[src/rtl/video_ports_ml_if.sv]
// CPU-side bus of the video parameter latch bank: addressed writes, ZX-compatible
// border/page strobes and the registered readback port.
interface video_ports_ml_if;
   logic [7:0] d;
   logic       wr;
   logic [7:0] wa;
   logic       zborder_wr;
   logic       zvpage_wr;
   logic [7:0] ra;
   logic [7:0] q;

   modport master (output d, wr, wa, zborder_wr, zvpage_wr, ra, input q);
   modport slave  (input d, wr, wa, zborder_wr, zvpage_wr, ra, output q);
endinterface

[src/rtl/video_ports_ml.sv]
// TSConf video parameter latch bank: shadow registers written by the CPU, active copies
// latched at line/frame start. Readback mux is built only with VIDEO_PORTS_READBACK_EN.
module video_ports_ml #(
   parameter int NLAYERS = 2,
   parameter int OFFS_W  = 9,
   parameter int VLINES  = 320,
   parameter int YLATCH  = 0
) (
   input  logic                        clk,
   input  logic                        res_n,
   video_ports_ml_if.slave             bus,
   input  logic                        line_start_s,
   input  logic                        int_start,
   output logic [7:0]                  border,
   output logic [7:0]                  vpage,
   output logic [7:0]                  vconf,
   output logic [7:0]                  palsel,
   output logic [7:0]                  tsconf,
   output logic [7:0]                  tmpage,
   output logic [7:0]                  sgpage,
   output logic [7:0]                  hint_beg,
   output logic [OFFS_W-1:0]           gx_offs,
   output logic [OFFS_W-1:0]           gy_offs,
   output logic [NLAYERS*OFFS_W-1:0]   tx_offs,
   output logic [NLAYERS*OFFS_W-1:0]   ty_offs,
   output logic [NLAYERS*8-1:0]        tgpage,
   output logic [8:0]                  vint_beg
);

   localparam int HI_W = OFFS_W - 8;
   localparam int TW   = NLAYERS * OFFS_W;

   logic [7:0]          vpage_s, vconf_s, palsel_s;
   logic [OFFS_W-1:0]   gx_s, gy_s, gy_a;
   logic [TW-1:0]       tx_s, ty_s, ty_a;
   logic [NLAYERS*8-1:0] tg_s;
   logic [3:0]          vint_inc;
   logic [7:0]          zv_val;
   logic [9:0]          vint_sum, vint_wrap;
   logic [7:0]          q_r;

   assign zv_val    = {6'b000001, bus.d[3], 1'b1};
   assign vint_sum  = {1'b0, vint_beg} + {6'b000000, vint_inc};
   assign vint_wrap = (vint_sum >= 10'(VLINES)) ? vint_sum - 10'(VLINES) : vint_sum;

   // Without frame latching the Y offsets are visible straight from the shadow copy.
   assign gy_offs = (YLATCH != 0) ? gy_a : gy_s;
   assign ty_offs = (YLATCH != 0) ? ty_a : ty_s;

   always_ff @(posedge clk) begin
      if (!res_n) begin
         border   <= '0;
         vpage    <= 8'h05;
         vpage_s  <= 8'h05;
         vconf    <= '0;
         vconf_s  <= '0;
         palsel   <= 8'h0F;
         palsel_s <= 8'h0F;
         tsconf   <= '0;
         tmpage   <= '0;
         sgpage   <= '0;
         hint_beg <= 8'h01;
         vint_beg <= '0;
         vint_inc <= '0;
         gx_offs  <= '0;
         gx_s     <= '0;
         gy_s     <= '0;
         gy_a     <= '0;
         tx_offs  <= '0;
         tx_s     <= '0;
         ty_s     <= '0;
         ty_a     <= '0;
         tgpage   <= '0;
         tg_s     <= '0;
      end else begin
         if (line_start_s) begin
            vconf   <= vconf_s;
            palsel  <= palsel_s;
            gx_offs <= gx_s;
            tx_offs <= tx_s;
            tgpage  <= tg_s;
         end
         if (bus.zvpage_wr)
            vpage <= zv_val;
         else if (line_start_s)
            vpage <= vpage_s;
         if (YLATCH != 0 && int_start) begin
            gy_a <= gy_s;
            ty_a <= ty_s;
         end
         if (bus.zvpage_wr)
            vpage_s <= zv_val;
         if (bus.zborder_wr)
            border <= {palsel[3:0], 1'b0, bus.d[2:0]};
         if (int_start)
            vint_beg <= vint_wrap[8:0];

         // Addressed writes come last so they override the strobes and the VINT step.
         if (bus.wr) begin
            case (bus.wa)
               8'h00: border   <= bus.d;
               8'h01: vpage_s  <= bus.d;
               8'h02: vconf_s  <= bus.d;
               8'h03: palsel_s <= bus.d;
               8'h04: tsconf   <= bus.d;
               8'h05: tmpage   <= bus.d;
               8'h06: sgpage   <= bus.d;
               8'h07: hint_beg <= bus.d;
               8'h08: vint_beg <= {vint_beg[8], bus.d};
               8'h09: begin
                  vint_beg <= {bus.d[0], vint_beg[7:0]};
                  vint_inc <= bus.d[7:4];
               end
               8'h0A: gx_s[7:0]        <= bus.d;
               8'h0B: gx_s[OFFS_W-1:8] <= bus.d[HI_W-1:0];
               8'h0C: gy_s[7:0]        <= bus.d;
               8'h0D: gy_s[OFFS_W-1:8] <= bus.d[HI_W-1:0];
               default: ;
            endcase
            for (int i = 0; i < NLAYERS; i++) begin
               if (bus.wa == 8'(16 + 4*i)) tx_s[i*OFFS_W +: 8]    <= bus.d;
               if (bus.wa == 8'(17 + 4*i)) tx_s[i*OFFS_W+8 +: HI_W] <= bus.d[HI_W-1:0];
               if (bus.wa == 8'(18 + 4*i)) ty_s[i*OFFS_W +: 8]    <= bus.d;
               if (bus.wa == 8'(19 + 4*i)) ty_s[i*OFFS_W+8 +: HI_W] <= bus.d[HI_W-1:0];
               if (bus.wa == 8'(32 + i))   tg_s[i*8 +: 8]          <= bus.d;
            end
         end
      end
   end

`ifdef VIDEO_PORTS_READBACK_EN
   logic [7:0] rb;

   always_comb begin
      rb = 8'hFF;
      case (bus.ra)
         8'h00: rb = border;
         8'h01: rb = vpage_s;
         8'h02: rb = vconf_s;
         8'h03: rb = palsel_s;
         8'h04: rb = tsconf;
         8'h05: rb = tmpage;
         8'h06: rb = sgpage;
         8'h07: rb = hint_beg;
         8'h08: rb = vint_beg[7:0];
         8'h09: rb = {vint_inc, 3'b000, vint_beg[8]};
         8'h0A: rb = gx_s[7:0];
         8'h0B: rb = 8'(gx_s[OFFS_W-1:8]);
         8'h0C: rb = gy_s[7:0];
         8'h0D: rb = 8'(gy_s[OFFS_W-1:8]);
         default: ;
      endcase
      for (int i = 0; i < NLAYERS; i++) begin
         if (bus.ra == 8'(16 + 4*i)) rb = tx_s[i*OFFS_W +: 8];
         if (bus.ra == 8'(17 + 4*i)) rb = 8'(tx_s[i*OFFS_W+8 +: HI_W]);
         if (bus.ra == 8'(18 + 4*i)) rb = ty_s[i*OFFS_W +: 8];
         if (bus.ra == 8'(19 + 4*i)) rb = 8'(ty_s[i*OFFS_W+8 +: HI_W]);
         if (bus.ra == 8'(32 + i))   rb = tg_s[i*8 +: 8];
      end
   end

   always_ff @(posedge clk) begin
      if (!res_n) q_r <= '0;
      else        q_r <= rb;
   end
`else
   assign q_r = 8'h00;
`endif

   assign bus.q = q_r;

endmodule
[src/flat_wrapper.sv]
// flat-port wrapper written by rule: the top's interface ports become plain ports
module video_ports_ml_flat 
#(
   parameter int NLAYERS = 2,
   parameter int OFFS_W  = 9,
   parameter int VLINES  = 320,
   parameter int YLATCH  = 0
)
  (clk, res_n, line_start_s, int_start, border, vpage, vconf, palsel, tsconf, tmpage, sgpage, hint_beg, gx_offs, gy_offs, tx_offs, ty_offs, tgpage, vint_beg, bus_d, bus_wr, bus_wa, bus_zborder_wr, bus_zvpage_wr, bus_ra, bus_q);
  video_ports_ml_if bus_i ();
  input  logic clk;
  input  logic res_n;
  input  logic line_start_s;
  input  logic int_start;
  output logic [7:0] border;
  output logic [7:0] vpage;
  output logic [7:0] vconf;
  output logic [7:0] palsel;
  output logic [7:0] tsconf;
  output logic [7:0] tmpage;
  output logic [7:0] sgpage;
  output logic [7:0] hint_beg;
  output logic [OFFS_W-1:0] gx_offs;
  output logic [OFFS_W-1:0] gy_offs;
  output logic [NLAYERS*OFFS_W-1:0] tx_offs;
  output logic [NLAYERS*OFFS_W-1:0] ty_offs;
  output logic [NLAYERS*8-1:0] tgpage;
  output logic [8:0] vint_beg;
  input wire logic [$bits(bus_i.d)-1:0] bus_d;
  input wire logic [$bits(bus_i.wr)-1:0] bus_wr;
  input wire logic [$bits(bus_i.wa)-1:0] bus_wa;
  input wire logic [$bits(bus_i.zborder_wr)-1:0] bus_zborder_wr;
  input wire logic [$bits(bus_i.zvpage_wr)-1:0] bus_zvpage_wr;
  input wire logic [$bits(bus_i.ra)-1:0] bus_ra;
  output wire logic [$bits(bus_i.q)-1:0] bus_q;
  assign bus_i.d = bus_d;
  assign bus_i.wr = bus_wr;
  assign bus_i.wa = bus_wa;
  assign bus_i.zborder_wr = bus_zborder_wr;
  assign bus_i.zvpage_wr = bus_zvpage_wr;
  assign bus_i.ra = bus_ra;
  assign bus_q = bus_i.q;
  video_ports_ml #(.NLAYERS(NLAYERS), .OFFS_W(OFFS_W), .VLINES(VLINES), .YLATCH(YLATCH)) u_core (.clk(clk), .res_n(res_n), .bus(bus_i), .line_start_s(line_start_s), .int_start(int_start), .border(border), .vpage(vpage), .vconf(vconf), .palsel(palsel), .tsconf(tsconf), .tmpage(tmpage), .sgpage(sgpage), .hint_beg(hint_beg), .gx_offs(gx_offs), .gy_offs(gy_offs), .tx_offs(tx_offs), .ty_offs(ty_offs), .tgpage(tgpage), .vint_beg(vint_beg));
endmodule
[config.mk]
export PLATFORM = sky130hd
export DESIGN_NAME = video_ports_ml_flat
export DESIGN_NICKNAME = d
export VERILOG_FILES = /design/src/rtl/video_ports_ml_if.sv /design/src/rtl/video_ports_ml.sv /design/src/flat_wrapper.sv
export SDC_FILE = /design/constraint.sdc
export NUM_CORES = 1
export LEC_CHECK = 0
export BUFFER_PORTS_ARGS = -buffer_cell sky130_fd_sc_hd__buf_4
export CORE_MARGIN = 2
export CORE_UTILIZATION = 40
export DETAILED_ROUTE_END_ITERATION = 12
export PLACE_DENSITY_LB_ADDON = 0.05
export SLEW_MARGIN = 10
export SYNTH_ARGS = -nofsm -noshare
export SYNTH_HDL_FRONTEND = slang
export SYNTH_SLANG_ARGS = --single-unit
[constraint.sdc]
create_clock -name clk -period 3.65 [get_ports clk]
set_input_delay 0.1825 -clock clk [delete_from_list [all_inputs] [get_ports clk]]
set_output_delay 0.1825 -clock clk [all_outputs]
set_load 0.005 [all_outputs]
== Yosys cells after proc, flatten, opt, wreduce, memory -nomap -nowiden ==
Cells that the tools add are included.

* $add $sub $neg: 2
* Magnitude comparators: 1
* Equal/unequal tests: 25
* Muxes and demuxes: 12
* Bitwise operators: 1
* Reduce and logical (&&, ||, !) cells: 24

{| class="wikitable"
|+ Operators with widths
! operator !! number
|-
| 8-bit by 5-bit == test with 1-bit output (second input constant) || 8
|-
| 8-bit by 4-bit == test with 1-bit output (second input constant) || 6
|-
| 8-bit 2-to-1 mux || 6
|-
| 2-bit AND reduction || 21
|-
| 8-bit by 3-bit == test with 1-bit output (second input constant) || 4
|-
| 9-bit 2-to-1 mux || 3
|-
| 9-bit case mux with 2 select lines || 1
|-
| 8-bit by 2-bit == test with 1-bit output (second input constant) || 2
|-
| 8-bit by 6-bit == test with 1-bit output (second input constant) || 2
|-
| 9-bit by 4-bit adder with 10-bit output || 1
|-
| 10-bit by 9-bit >= comparator with 1-bit output (second input constant) || 1
|-
| 9-bit subtractor (second input constant) || 1
|-
| 8-bit by 1-bit == test with 1-bit output (second input constant) || 1
|-
| 8-bit zero test || 1
|-
| 2-bit 2-to-1 mux || 2
|-
| 2-bit != test (second input constant) || 2
|-
| 2-bit nonzero test || 1
|-
| 2-bit OR reduction || 1
|-
| 1-bit inverter || 1
|}

* Register bits after elaboration: 214
* Output and inout bits: 151

== Longest topological paths before layout ==
* Depth in word-level cells: 6
* Mapped depth: 12
* Depth with buffers taken out: 12

== Worst setup path before layout ==
Ideal clock, no wire load.

* Kind: register -> register
* From: reg u_core.vint_beg[2]
* To: reg u_core.vint_beg[7]
* Library setup time: 0.074 ns
* Arrival: 2.831 ns
* Required time: 3.576 ns
* Setup slack: 0.745 ns
* Cell stages (with the launch flop): 13
* Cells stage by stage: dfxtp_1 > ha_1 > or2_2 > a31oi_1 > nor2_1 > xnor2_1 > ha_1 > nor4b_1 > o211ai_1 > a2bb2oi_1 > a211o_1 > a2111o_1 > a31oi_1

* Longest elaborated chain between the ends: 6
* Elaborated cells on any way between the ends: 7
* Classes of those cells: add/sub (2); order compare (1); mux (4)

{| class="wikitable"
|+ RTL lines
! what !! line !! text
|-
| from (decl) || video_ports_ml.sv:27 || <nowiki>output logic [8:0] vint_beg</nowiki>
|-
| from (signal assigned) || video_ports_ml.sv:96 || <nowiki>vint_beg <= vint_wrap[8:0];</nowiki>
|-
| from (signal assigned) || video_ports_ml.sv:109 || <nowiki>8'h08: vint_beg <= {vint_beg[8], bus.d};</nowiki>
|-
| from (signal assigned) || video_ports_ml.sv:111 || <nowiki>vint_beg <= {bus.d[0], vint_beg[7:0]};</nowiki>
|-
| 9-bit by 4-bit adder with 10-bit output (*) || video_ports_ml.sv:43 || <nowiki>assign vint_sum = {1'b0, vint_beg} + {6'b000000, vint_inc};</nowiki>
|-
| 9-bit subtractor / 10-bit by 9-bit >= comparator with 1-bit output (equally long branches) || video_ports_ml.sv:44 || <nowiki>assign vint_wrap = (vint_sum >= 10'(VLINES)) ? vint_sum - 10'(VLINES) : vint_sum;</nowiki>
|-
| 9-bit 2-to-1 mux (*) || video_ports_ml.sv:44 ||
|-
| 9-bit 2-to-1 mux (*) || video_ports_ml.sv:95 || <nowiki>if (int_start)</nowiki>
|-
| 9-bit case mux with 2 select lines || video_ports_ml.sv:100 || <nowiki>case (bus.wa)</nowiki>
|-
| 9-bit 2-to-1 mux (*) || video_ports_ml.sv:99 || <nowiki>if (bus.wr) begin</nowiki>
|}

Every way passes the cells marked *; elsewhere a longest branch is shown, timed or not.
A chain may end at the register's enable or synchronous reset.

== Final worst setup path ==
* From: reg u_core.vint_beg[1]
* To: reg u_core.vint_beg[7]

Same word-level chain as after synthesis.

==> results.cfg <==
[status]
status = finished clean

[critical_path]
crit_path_max_fanout = 4
arrival_ns = 3.65
cp-start-kind = flop
end_kind = flop
path_class = reg -> reg
critical_path_required_ns = 4.11

[synth]
ys_ff_latch = 214
yosys.area.top_type_share_pct = 47.8
yosysUniqueCellTypes = 57
ys.warnings.count = 0
async_flop_share_pct = 0
yosysSeqAreaShare_pct = 47.8
yosys-top-cells-area = dfxtp_1 (48%), mux2i_1 (20%), nor2b_1 (12%)
synth.most_common_cell = dfxtp_1
synth_edf_count = 0
avgSynthCellArea_um2 = 10.2
syn_inst = 879
synth.cell_area_mm2 = 0.00895
synth_ff_type = dfxtp_1
synth_top_cell_by_area = dfxtp_1
synth_common_cells = dfxtp_1 (214), mux2i_1 (183), nor2b_1 (166)

[timing]
finalClockSkew_ns = 0.00417
max_freq_mhz = 313
rsz0062_at_grt = no
setup_tns_ns = 0
drv_slew = 0
tightest_slew_ns = 1.06
hold_viol_final = 0
max_slew_margin_pct = 29.5
period_share_pct = 87.5
hold_ws_ns = 0.0166
setup_viol = 0
period_needed_ns = 3.19

[route]
detail_route.vias_per_cell = 4.92
wl_um = 23200
post_drt_wl_per_cell_um = 17.6
drc = 0
dr.pass1.iters = 4
wl_met2_um = 10000
wl_met3_um = 1420
wl_met1_um = 11300
num_vias = 6476
drt-initial-drc-count = 217
route.top_layer_used = met4
final_antenna_net_count = 0

[die]
dieHeight_um = 154
io_pins = 182
start_util_pct = 40.9
fp-row-count = 54
die_w_um = 154
dieArea_mm2 = 0.0236
core_mm2 = 0.0219

[clocking]
cts.sinks = 214
htreeDepth = 1
clock_path_buffers = 3
cts_buffers = 25
clk_pin_slew_ns = 0.06
cts_resized = 0
cts_tree = built
clock_latency_ns = 0.53
cts_root_buf = clkbuf_16

[layout]
drive_gt1_share_pct = 22.3
area_growth_pct = 24.9
seqCellArea_mm2 = 0.00428
finalNonFillerCells = 1317
multi_input_area_mm2 = 0.00438
antenna_cells = 0
finalCoreUtilization_pct = 51.1
num-nets-final = 1059
fill_cells = 2059

[pwr]
peakVddDrop_uv = 347
power_mw = 5.03
p_leak_nw = 4.77
power.density_mw_per_mm2 = 450

[placed_design]
dp_hpwl_um = 14600
port_buffers = 165
dp_cells = 1273
place_congestion = 0.835

[job]
drv_cap = 0

[grt]
antenna_found_initial = 0
grt_max_degree = 93
grtUsageTotal_pct = 19.0
overflow = 0
grt_pass1_vias = 6260
grt_pass1_wl_um = 36000

[hold_path]
hp-class = in -> reg
[per-stage QoR]
step / setup WS [ns] / instance area, µm²
2_1_floorplan: 0.745 / 8980
3_3_place_gp: 0.533 / 10400
3_5_place_dp: 0.475 / 10400
6_report: 0.457 / 11200
5_1_grt: 0.250 / 11200
4_1_cts: 0.444 / 11200
[flip-flops by register name, indices dropped and copies added (netlist names), 8 cells and up]
register / cells
u_core.gx_offs: 9
u_core.vconf_s: 8
u_core.hint_beg: 8
u_core.tx_s: 18
u_core.tg_s: 16
u_core.gy_offs: 9
u_core.border: 8
u_core.vint_beg: 9
u_core.palsel_s: 8
u_core.palsel: 8
u_core.vpage: 8
u_core.tgpage: 16
u_core.tmpage: 8
u_core.vconf: 8
u_core.ty_offs: 18
u_core.tsconf: 8
u_core.vpage_s: 8
u_core.gx_s: 9
u_core.sgpage: 8
u_core.tx_offs: 18
[timing repair]
| item | 4_1_cts | 5_1_grt |
|---|---|---|
| endpoints found under the hold margin | 1 | 0 |
| buffers inserted | 0 | 0 |
| endpoints found under the setup margin | 0 | 0 |
| hold buffers | 1 | 0 |
[final timing paths]
check	slack, ns	startpoint	to	depth (start not counted)
worst max-delay path	0.46	u_core.vint_beg[1]	u_core.vint_beg[7]	12
worst min-delay path	0.02	bus_zvpage_wr	u_core.vpage_s[2]	3
worst max register to register	0.46	u_core.vint_beg[1]	u_core.vint_beg[7]	12
worst min register to register	0.47	u_core.vconf_s[2]	u_core.vconf_s[2]	2
[routing by layer]
metal | GRT usage, % | vias up
met1 | 27.0 | 3040
met5 | 0 | -
met4 | 4.02 | 0
met3 | 4.96 | 31
li1 | - | 3255
met2 | 29.2 | 150
[critical path: stages, from the launching register on]
cell	delay [ns]
dfxtp_1	0.41
ha_1	0.29
a211o_1	0.34
a31oi_1	0.30
nor2_1	0.12
xnor2_1	0.17
ha_1	0.22
nor4b_1	0.14
o211ai_1	0.10
a2bb2oi_1	0.13
a211o_1	0.35
a2111o_1	0.41
a31oi_1	0.15
[cells in the final DEF (no fill, tap or decap), types with 8 or more instances in the layout]
cell type  Yosys  layout
dfxtp_1      214     214
a21oi_1       11      11
o21ai_0        8       8
clkbuf_16      0      25
inv_1          8       8
a21boi_0      20      20
nor2_1        22      22
conb_1         1       8
nor2b_1      166     166
nand3_1       28      28
buf_4          8     174
mux2i_1      183     183
nand2_1       54      54
[kinds of logic (layout without fill, tap and decap cells)]
logic type,Yosys count,after routing,share of synthesized area [%]
flip-flops,214,214,47.8
adder cells (fa/ha/maj),7,7,1.06
AND/OR/NAND/NOR,319,319,20.5
XOR/XNOR,5,5,0.489
buffers and inverters,76,227,3.54
multiplexers,184,184,20.6
AO/OA/AOI/OAI,73,73,5.91
other,1,8,0.0419
[power breakdown]
group / internal [mW] / leakage (nW) / switching [mW] / total [mW]
logic: 0.105 / 2.65 / 0.153 / 0.258
clock network: 1.43 / 0.391 / 0.977 / 2.41
registers: 2.35 / 1.73 / 0.00879 / 2.36
total: 3.89 / 4.77 / 1.14 / 5.03
[layout make-up]
type | count | share of cell area [%]
sequential | 214 | 38.3
clock inverter | 7 | 0.694
clock buffer | 36 | 6.41
inverter | 8 | 0.269
timing repair buffer | 176 | 12.0
multi-input combinational | 596 | 39.2
tap | 280 | 3.13
No activity file was read; power rests on OpenSTA's default activity.
